### config.mk
export PLATFORM = sky130hd
export DESIGN_NAME = alu_cmd_sequencer
export DESIGN_NICKNAME = d
export VERILOG_FILES = /design/src/rtl/alu_seq_pkg.sv /design/src/rtl/alu_seq_regfile.sv /design/src/rtl/alu_cmd_sequencer.sv
export SDC_FILE = /design/constraint.sdc
export NUM_CORES = 1
export LEC_CHECK = 0
export BUFFER_PORTS_ARGS = -buffer_cell sky130_fd_sc_hd__buf_2
export CORE_UTILIZATION = 55
export DETAILED_ROUTE_END_ITERATION = 8
export GPL_TIMING_DRIVEN = 0
export PLACE_DENSITY = 0.8
export SYNTH_ARGS = -nofsm -noshare
export SYNTH_HDL_FRONTEND = slang
export SYNTH_SLANG_ARGS = --single-unit
### constraint.sdc
create_clock -name clk -period 5.1 [get_ports clk]
set_input_delay 1.02 -clock clk [delete_from_list [all_inputs] [get_ports clk]]
set_output_delay 1.02 -clock clk [all_outputs]
set_load 0.02 [all_outputs]
### src/rtl/alu_seq_pkg.sv
// Shared definitions for the ALU command sequencer: widths, opcodes,
// FSM state encoding and the response payload layout.
package alu_seq_pkg;

  localparam int unsigned DATA_W    = 8;
  localparam int unsigned OP_W      = 3;
  localparam int unsigned REG_IDX_W = 2;
  localparam int unsigned NREG      = 4;
  localparam int unsigned CNT_W     = 3;

  localparam logic [OP_W-1:0] OP_NOT  = 3'b000;
  localparam logic [OP_W-1:0] OP_OR   = 3'b001;
  localparam logic [OP_W-1:0] OP_XOR  = 3'b010;
  localparam logic [OP_W-1:0] OP_AND  = 3'b011;
  localparam logic [OP_W-1:0] OP_MUL  = 3'b100;
  localparam logic [OP_W-1:0] OP_ADD  = 3'b101;
  localparam logic [OP_W-1:0] OP_SUB  = 3'b110;
  localparam logic [OP_W-1:0] OP_ZERO = 3'b111;

  typedef enum logic [1:0] {
    ST_IDLE  = 2'd0,
    ST_ISSUE = 2'd1,
    ST_RESP  = 2'd2
  } state_e;

  typedef struct packed {
    logic [REG_IDX_W-1:0] rd;
    logic [DATA_W-1:0]    data;
  } rsp_t;

  // {N, Z} status flags of a result value
  function automatic logic [1:0] flags_of(input logic [DATA_W-1:0] d);
    return {d[DATA_W-1], (d == '0)};
  endfunction

endpackage

### src/rtl/alu_seq_regfile.sv
// 4x8 register file: two asynchronous read ports, one synchronous write port,
// synchronous active-high reset clears every entry.
// Ports:
//   clk_i, rst_i            clock / synchronous reset
//   raddr_a_i, rdata_a_o    read port A
//   raddr_b_i, rdata_b_o    read port B
//   we_i, waddr_i, wdata_i  write port
module alu_seq_regfile
  import alu_seq_pkg::*;
(
  input  logic                 clk_i,
  input  logic                 rst_i,
  input  logic [REG_IDX_W-1:0] raddr_a_i,
  output logic [DATA_W-1:0]    rdata_a_o,
  input  logic [REG_IDX_W-1:0] raddr_b_i,
  output logic [DATA_W-1:0]    rdata_b_o,
  input  logic                 we_i,
  input  logic [REG_IDX_W-1:0] waddr_i,
  input  logic [DATA_W-1:0]    wdata_i
);

  logic [DATA_W-1:0] regs_q [NREG];

  // Storage with synchronous clear
  always_ff @(posedge clk_i) begin
    if (rst_i) begin
      for (int unsigned i = 0; i < NREG; i++) begin
        regs_q[i] <= '0;
      end
    end else if (we_i) begin
      regs_q[waddr_i] <= wdata_i;
    end
  end

  assign rdata_a_o = regs_q[raddr_a_i];
  assign rdata_b_o = regs_q[raddr_b_i];

endmodule

### src/rtl/alu_cmd_sequencer.sv
// Command-side initiator for the 8-bit combinational ALU. Accepts one
// register-level command at a time, drives the ALU operands/opcode, samples
// the result ALU_LAT cycles later, writes it back and returns it on a
// valid/ready response channel. Loads bypass the ALU.
// Ports:
//   clk, rst                       clock / synchronous active-high reset
//   cmd_valid, cmd_ready           command handshake (cmd_ready high in IDLE)
//   cmd_op, cmd_load, cmd_use_imm  command kind
//   cmd_ra, cmd_rb, cmd_rd         register indices
//   cmd_imm                        immediate
//   alu_a, alu_b, alu_opcode       ALU inputs (opcode 111 outside ISSUE)
//   alu_result                     ALU output
//   rsp_valid, rsp_ready           response handshake
//   rsp_data, rsp_rd               written-back value and its destination
//   rsp_flags                      {N, Z}, present only with ALU_FLAGS_EN
// Optional feature macro: ALU_FLAGS_EN
module alu_cmd_sequencer
  import alu_seq_pkg::*;
#(
  parameter int unsigned ALU_LAT = 0
) (
  input  logic                 clk,
  input  logic                 rst,
  input  logic                 cmd_valid,
  output logic                 cmd_ready,
  input  logic [OP_W-1:0]      cmd_op,
  input  logic                 cmd_load,
  input  logic                 cmd_use_imm,
  input  logic [REG_IDX_W-1:0] cmd_ra,
  input  logic [REG_IDX_W-1:0] cmd_rb,
  input  logic [REG_IDX_W-1:0] cmd_rd,
  input  logic [DATA_W-1:0]    cmd_imm,
  output logic [DATA_W-1:0]    alu_a,
  output logic [DATA_W-1:0]    alu_b,
  output logic [OP_W-1:0]      alu_opcode,
  input  logic [DATA_W-1:0]    alu_result,
  output logic                 rsp_valid,
  input  logic                 rsp_ready,
  output logic [DATA_W-1:0]    rsp_data,
  output logic [REG_IDX_W-1:0] rsp_rd
`ifdef ALU_FLAGS_EN
  ,
  output logic [1:0]           rsp_flags
`endif
);

  state_e                state_q, state_d;
  logic [CNT_W-1:0]      cnt_q, cnt_d;
  logic [REG_IDX_W-1:0]  rd_q, rd_d;
  logic [DATA_W-1:0]     alu_a_q, alu_a_d;
  logic [DATA_W-1:0]     alu_b_q, alu_b_d;
  logic [OP_W-1:0]       alu_op_q, alu_op_d;
  logic                  rsp_valid_q, rsp_valid_d;
  rsp_t                  rsp_q, rsp_d;

  logic                  rf_we;
  logic [REG_IDX_W-1:0]  rf_waddr;
  logic [DATA_W-1:0]     rf_wdata;
  logic [DATA_W-1:0]     rf_rdata_a;
  logic [DATA_W-1:0]     rf_rdata_b;

  // Read ports follow the live command so operands are ready at accept
  alu_seq_regfile u_regfile (
    .clk_i     (clk),
    .rst_i     (rst),
    .raddr_a_i (cmd_ra),
    .rdata_a_o (rf_rdata_a),
    .raddr_b_i (cmd_rb),
    .rdata_b_o (rf_rdata_b),
    .we_i      (rf_we),
    .waddr_i   (rf_waddr),
    .wdata_i   (rf_wdata)
  );

  // State and datapath registers
  always_ff @(posedge clk) begin
    if (rst) begin
      state_q     <= ST_IDLE;
      cnt_q       <= '0;
      rd_q        <= '0;
      alu_a_q     <= '0;
      alu_b_q     <= '0;
      alu_op_q    <= OP_ZERO;
      rsp_valid_q <= 1'b0;
      rsp_q       <= '0;
    end else begin
      state_q     <= state_d;
      cnt_q       <= cnt_d;
      rd_q        <= rd_d;
      alu_a_q     <= alu_a_d;
      alu_b_q     <= alu_b_d;
      alu_op_q    <= alu_op_d;
      rsp_valid_q <= rsp_valid_d;
      rsp_q       <= rsp_d;
    end
  end

  // Next-state and datapath control; writeback fires on every entry to RESP
  always_comb begin
    state_d     = state_q;
    cnt_d       = cnt_q;
    rd_d        = rd_q;
    alu_a_d     = alu_a_q;
    alu_b_d     = alu_b_q;
    alu_op_d    = alu_op_q;
    rsp_valid_d = rsp_valid_q;
    rsp_d       = rsp_q;
    rf_we       = 1'b0;

    case (state_q)
      ST_IDLE: begin
        if (cmd_valid) begin
          if (cmd_load) begin
            state_d      = ST_RESP;
            rsp_valid_d  = 1'b1;
            rsp_d.rd     = cmd_rd;
            rsp_d.data   = cmd_imm;
            rf_we        = 1'b1;
          end else begin
            state_d  = ST_ISSUE;
            rd_d     = cmd_rd;
            alu_a_d  = rf_rdata_a;
            alu_b_d  = cmd_use_imm ? cmd_imm : rf_rdata_b;
            alu_op_d = cmd_op;
            cnt_d    = '0;
          end
        end
      end
      ST_ISSUE: begin
        if (cnt_q == CNT_W'(ALU_LAT)) begin
          state_d     = ST_RESP;
          rsp_valid_d = 1'b1;
          rsp_d.rd    = rd_q;
          rsp_d.data  = alu_result;
          rf_we       = 1'b1;
          alu_op_d    = OP_ZERO;
          cnt_d       = '0;
        end else begin
          cnt_d = cnt_q + CNT_W'(1);
        end
      end
      ST_RESP: begin
        if (rsp_ready) begin
          state_d     = ST_IDLE;
          rsp_valid_d = 1'b0;
        end
      end
      default: begin
        state_d = ST_IDLE;
      end
    endcase
  end

  assign rf_waddr   = rsp_d.rd;
  assign rf_wdata   = rsp_d.data;

  assign cmd_ready  = (state_q == ST_IDLE);
  assign alu_a      = alu_a_q;
  assign alu_b      = alu_b_q;
  assign alu_opcode = alu_op_q;
  assign rsp_valid  = rsp_valid_q;
  assign rsp_data   = rsp_q.data;
  assign rsp_rd     = rsp_q.rd;

`ifdef ALU_FLAGS_EN
  logic [1:0] flags_q, flags_d;

  // Flags track the value being written back, loads included
  always_comb begin
    flags_d = flags_q;
    if (rf_we) begin
      flags_d = flags_of(rf_wdata);
    end
  end

  always_ff @(posedge clk) begin
    if (rst) begin
      flags_q <= 2'b00;
    end else begin
      flags_q <= flags_d;
    end
  end

  assign rsp_flags = flags_q;
`endif

endmodule
* Word-level counts from Yosys, hierarchy flattened
Memories as Yosys holds them, arrays and structs flattened. A register that Yosys moved wholly into a read port is not among the register bits.
Cells that the tools add are included.
** Word-level totals
- Memories kept :: 1
- Bits of input ports :: 31
- Output and inout port bits :: 31
- Word-level logic and storage cells :: 63
- Bits in latches :: 0
- Memory bits (writable) :: 32
- Register bits :: 29
- Memory bits (read-only) :: 0
** Memory list
- u_regfile.regs_q :: words 4, width 8, read ports 2, clocked after memory_dff 1, wr ports 4, RTL line alu_seq_regfile.sv:22 : logic [DATA_W-1:0] regs_q [NREG];
** Operators by class
- Equality and inequality tests :: 7
- Div/mod/pow operators :: 0
- Add/sub/neg operators :: 1
- Reductions and logical operators :: 10
- Shift operators :: 0
- $mul :: 0
- $lt $le $gt $ge :: 0
- Multiplexer cells :: 35
- Bitwise gates (word level) :: 1
** Operators with widths (number)
- 10-bit 2-to-1 mux :: 3
- 10-bit case mux with 2 select lines :: 1
- 3-bit 2-to-1 mux :: 6
- 8-bit 2-to-1 mux :: 2
- 1-bit 2-to-1 mux :: 13
- 3-bit case mux with 2 select lines :: 2
- 2-bit 2-to-1 mux :: 5
- 3-bit AND reduction :: 3
- 2-bit inequality test, second input constant :: 4
- 8-bit OR reduction :: 1
- 2-bit case mux with 3 select lines :: 1
- 5-bit AND reduction :: 1
- 4-bit AND reduction :: 1
- 3-bit by 1-bit adder with 3-bit output, second input constant :: 1
- 3-bit logical NOT :: 1
- 1-bit case mux with 3 select lines :: 1
- 3-bit nonzero test :: 1
- 2-bit by 1-bit equality test with 1-bit output, second input constant :: 1
- 2-bit equality test, second input constant :: 1
- 2-bit logical NOT :: 1
- 2-bit by 1-bit inequality test with 1-bit output, second input constant :: 1
- 1-bit case mux with 2 select lines :: 1
- 2-bit nonzero test :: 1
- 1-bit NOT :: 1

* Depth between registers and ports, before layout
- Word-level depth :: 8
- Mapped depth :: 8
- Depth with buffers taken out :: 6

* Cells and area by module
From an unflattened synthesis, not the netlist that was laid out.
** Unflattened totals
- Cells, all modules :: 287
- Area total of the unflattened synthesis :: 3328.2 um^2
** By module, submodules not included
- alu_seq_regfile :: times used 1, area an instance 1671.6 um^2, cells an instance 94, sequential area each 960.9 um^2
- alu_cmd_sequencer :: times used 1, area an instance 1656.6 um^2, cells an instance 193, sequential area each 740.7 um^2

* Least setup slack after synthesis
OpenSTA, ideal clock, no wires.
- Kind :: input to register
- Start point :: input cmd_valid
- End point :: memory u_regfile.regs_q[3][0], enable pin
- Required time :: 4716 ps
- Stages :: 5
- Buffers on the path :: 1
- Library setup time :: 384 ps
- Slack :: 2412 ps
- Arrival time :: 2304 ps
- Cell sequence :: and4bb_1 > nor2_2 > buf_2 > a21oi_1 > o21ai_0
** RTL lines
- from (decl) :: RTL line alu_cmd_sequencer.sv:24 : input logic cmd_valid,
- to (decl) :: RTL line alu_seq_regfile.sv:22

==> tab_implementation.tex <==
\begin{tabular}{lr}
\hline
Metric & Value \\
\hline
\multicolumn{2}{l}{\textbf{Outcome}} \\
Status & finished, final reports clean \\
\multicolumn{2}{l}{\textbf{Power}} \\
Proportion of power drawn by flip-flops and latches & 52.5\% \\
Sw power & 325 uW \\
Comb pwr share & 15.2\% \\
Leakage power summed over all cells & 1.42 nW \\
Switching power as a share of total power & 27.2\% \\
Part of the total power dissipated in the clock network & 32.3\% \\
Pwr/cell area & 336 nW/um\^{}2 \\
Highest ir drop seen on vdd & 0.200 mV \\
Tot Pwr & 1.20 mW \\
Internal Power & 870 uW \\
\multicolumn{2}{l}{\textbf{Placed design}} \\
IO Port Bufs & 56 \\
Placement Cell Area & 3400 sq um \\
HPWL Detailed & 5120 um \\
Placer congestion estimate & 0.764 \\
\multicolumn{2}{l}{\textbf{Clock tree}} \\
H-tree depth & 3 \\
Num CTS Buffers & 9 \\
TritonCTS clock tree & yes \\
Clock-pin slew of the registers on the worst-case setup and hold paths & 0.07 ns \\
Post-CTS Repair Setup Buffers & 0 \\
Cts repair resizes & 0 \\
Clock tree buffer depth & 2 \\
TritonCTS sink count & 69 \\
Cts-stage hold buffer count & 0 \\
Latest clock arrival within the worst-skew pair & 0.35 ns \\
Cell at the root of the clock tree & clkbuf\_8 \\
\multicolumn{2}{l}{\textbf{Worst setup path}} \\
Max Fanout on Critical Path & 10 \\
Launching instance or port of the critical path & cnt\_q[0] \\
CP Capture Point & u\_regfile.regs\_q[3][0] \\
Capture instance of the worst register-to-register path & u\_regfile.regs\_q[3][0] \\
Slack of the worst reg-to-reg path & 2.26 ns \\
Type of destination of the critical path & flip-flop \\
Number of cells traversed by the worst register-to-register path & 8 \\
Required time worst endpoint & 5.07 ns \\
Launch point of the worst reg-to-reg path & cnt\_q[0] \\
Worst setup path class & reg -> reg \\
Setup crit start kind & flip-flop \\
CP arrival & 2.81 ns \\
\multicolumn{2}{l}{\textbf{Yosys}} \\
Synth Area per Inst & 11.6 sq um \\
FF+latch count, synth & 69 \\
Proportion of synthesized area in mux cells & 14.9\% \\
Area share of and/or/nand/nor cells after synthesis & 11.7\% \\
Xor-xnor portion of the synthesized cell area & 0.578\% \\
Cell area after technology mapping & 3030 sq um \\
Synthesized-area fraction occupied by ao, oa, aoi and oai cells & 11.8\% \\
Portion of the post-synthesis area used by sequential elements & 56.1\% \\
Count of flip-flops with a built-in enable after synthesis & 32 \\
Combinational family with the most area after synthesis & multiplexers \\
Synth Area in Adders & 0.825\% \\
Ys async rst share & 0\% \\
Number of nets produced by synthesis & 295 \\
Number of cells produced by synthesis & 262 \\
Number of warning messages in the yosys log & 0 \\
Count of cell types in the netlist & 33 \\
Dominant synthesized flop cell & dfxtp\_1 \\
\multicolumn{2}{l}{\textbf{Timing}} \\
Slew Limit Fails & 0 \\
Final clock skew & 0.00806 ns \\
Unrepaired setup endpoints after global routing & false \\
Setup TNS after final layout & 0 ns \\
Number of hold violations in the final report & 0 \\
Slew at the pin closest to its max-slew limit & 0.935 ns \\
Max Fclk & 0.352 GHz \\
Minimum clock period & 2.84 ns \\
Max-slew headroom at the worst pin & 37.2\% \\
Count of endpoints failing setup in the final report & 0 \\
Fin crit share & 55.6\% \\
\multicolumn{2}{l}{\textbf{Final layout}} \\
Most common library cell in the layout ignoring fill and taps & buf\_2 \\
Layout net count & 362 \\
Antenna Diode Count & 0 \\
Layout overhead on the synthesized area & 17.5\% \\
Number of fill cells in the layout & 396 \\
Post-layout instance area & 3560 sq um \\
Ratio of cells with drive above 1 in the final layout & 28.7\% \\
Most frequent cells in the layout & buf\_2 (59), nor2\_1 (44), dfxtp\_1 (37) \\
\multicolumn{2}{l}{\textbf{Route}} \\
DR DRC count & 0 \\
Count of TritonRoute iterations in the first routing pass & 4 \\
Count of nets left with antenna violations after detail routing & 0 \\
Drt wl/cell & 17.7 um \\
Met2 wire length & 3510 um \\
WL met3 & 489 um \\
Top Layer Used & met4 \\
Routed via count divided by cell count & 5.85 \\
Total routed wirelength & 7130 um \\
Detailed-routing wirelength on met1 & 2940 um \\
Count of vias placed by the detailed router & 2363 \\
Initial drt markers & 217 \\
\multicolumn{2}{l}{\textbf{GRT}} \\
Via count of the first global-routing pass & 2357 \\
Remaining Overflow, GRT & 0 \\
Total global routing track utilization & 26.8\% \\
Initial antenna violation count & 0 \\
Wire length of the first global-routing pass & 11600 um \\
Largest net degree at the start of global routing & 12 \\
\multicolumn{2}{l}{\textbf{Die}} \\
Die width & 76.3 um \\
Area of the core & 5200 sq um \\
Floorplan row count & 26 \\
IO Count & 62 \\
Die Y & 76.3 um \\
Die area & 5820 sq um \\
Effective utilization at floorplan & 58.3\% \\
\multicolumn{2}{l}{\textbf{Flow run}} \\
Number of max-cap violations & 0 \\
\multicolumn{2}{l}{\textbf{Min path}} \\
Hold/Removal Path Class & reg -> reg \\
\hline
\end{tabular}
[power by group through the flow]
stage / logic, mW / clock network [mW] / registers, mW
2_1_floorplan: 0.102 / 0 / 0.656
3_3_place_gp: 0.177 / 0 / 0.638
3_5_place_dp: 0.179 / 0 / 0.640
4_1_cts: 0.181 / 0.386 / 0.628
5_1_grt: 0.195 / 0.415 / 0.632
6_report: 0.182 / 0.386 / 0.628
[worst min path at each step]
| stage | depth (start not counted) | startpoint | to |
|---|---|---|---|
| floorplan | 2 | rd_q[1] | rd_q[1] |
| global placement | 2 | alu_a[3] | alu_a[3] |
| detailed placement | 2 | alu_a[1] | alu_a[1] |
| CTS | 2 | alu_a[1] | alu_a[1] |
| global route | 2 | alu_a[2] | alu_a[2] |
| finish | 2 | alu_a[1] | alu_a[1] |
[sequential cells by signal, indices dropped and copies added (netlist names), 3 cells and up]
| register | count |
|---|---|
| alu_b | 8 |
| u_regfile.regs_q | 32 |
| cnt_q | 3 |
| alu_a | 8 |
| rsp_data | 8 |
| alu_opcode | 3 |
[synth_stat cells, types with 2 or more instances]
cell type	n	area, sq um
and4bb_1	2	25.0
inv_1	6	22.5
buf_6	3	33.8
o21ai_0	9	45.0
o32a_1	3	30.0
a22o_1	9	78.8
buf_2	3	15.0
ha_1	2	25.0
xnor2_1	2	17.5
nand2_1	25	93.8
a21oi_1	32	160
mux4_2	16	360
buf_1	2	7.51
nor2_1	44	165
clkbuf_1	10	37.5
dfxtp_1	37	741
nor2_2	2	12.5
edfxtp_1	32	961
mux2i_1	9	90.1
[metrics by stage]
step	worst slack, ns	hold slack, ns	std cells	util, %
floorplan	2.41	0.437	262	-
finish	2.26	0.451	404	68.5
CTS	1.91	0.453	404	68.5
global placement	1.76	0.441	388	65.3
global route	2.14	0.471	404	68.5
detailed placement	1.62	0.444	388	65.3
[worst max-delay path: stages (launching register included)]
cell and delay [ns]:
dfxtp_1 0.37, inv_1 0.06, ha_1 0.21, and4bb_1 0.26, buf_6 0.17, nor2_2 0.20, buf_2 0.30, a21oi_1 0.13
o21ai_1 0.74
[logic make-up (layout without fill, tap and decap cells)]
kind of cell    count (synthesis)  in the layout
flops                          69             69
xor+xnor                        2              2
fa+ha+maj                       2              2
buf+inv                        25             97
simple gates                   81             81
compound gates                 58             58
mux                            25             25
[cell type report]
type,count,area [sq um],area share [%]
buffer,19,101,2.84
clock buffer,14,153,4.28
sequential,69,1700,47.8
tap,70,87.6,2.46
clock inverter,2,10.0,0.281
timing repair buffer,56,280,7.87
inverter,6,22.5,0.632
multi-input combinational,168,1210,33.9
[routing by layer]
| layer | up-vias | GRT usage, % |
|---|---|---|
| met3 | 16 | 7.54 |
| met1 | 1160 | 33.9 |
| met2 | 96 | 42.1 |
| li1 | 1091 | - |
| met4 | 0 | 14.2 |
| met5 | - | 0 |
Note: power is estimated with default switching activity, not from simulation.
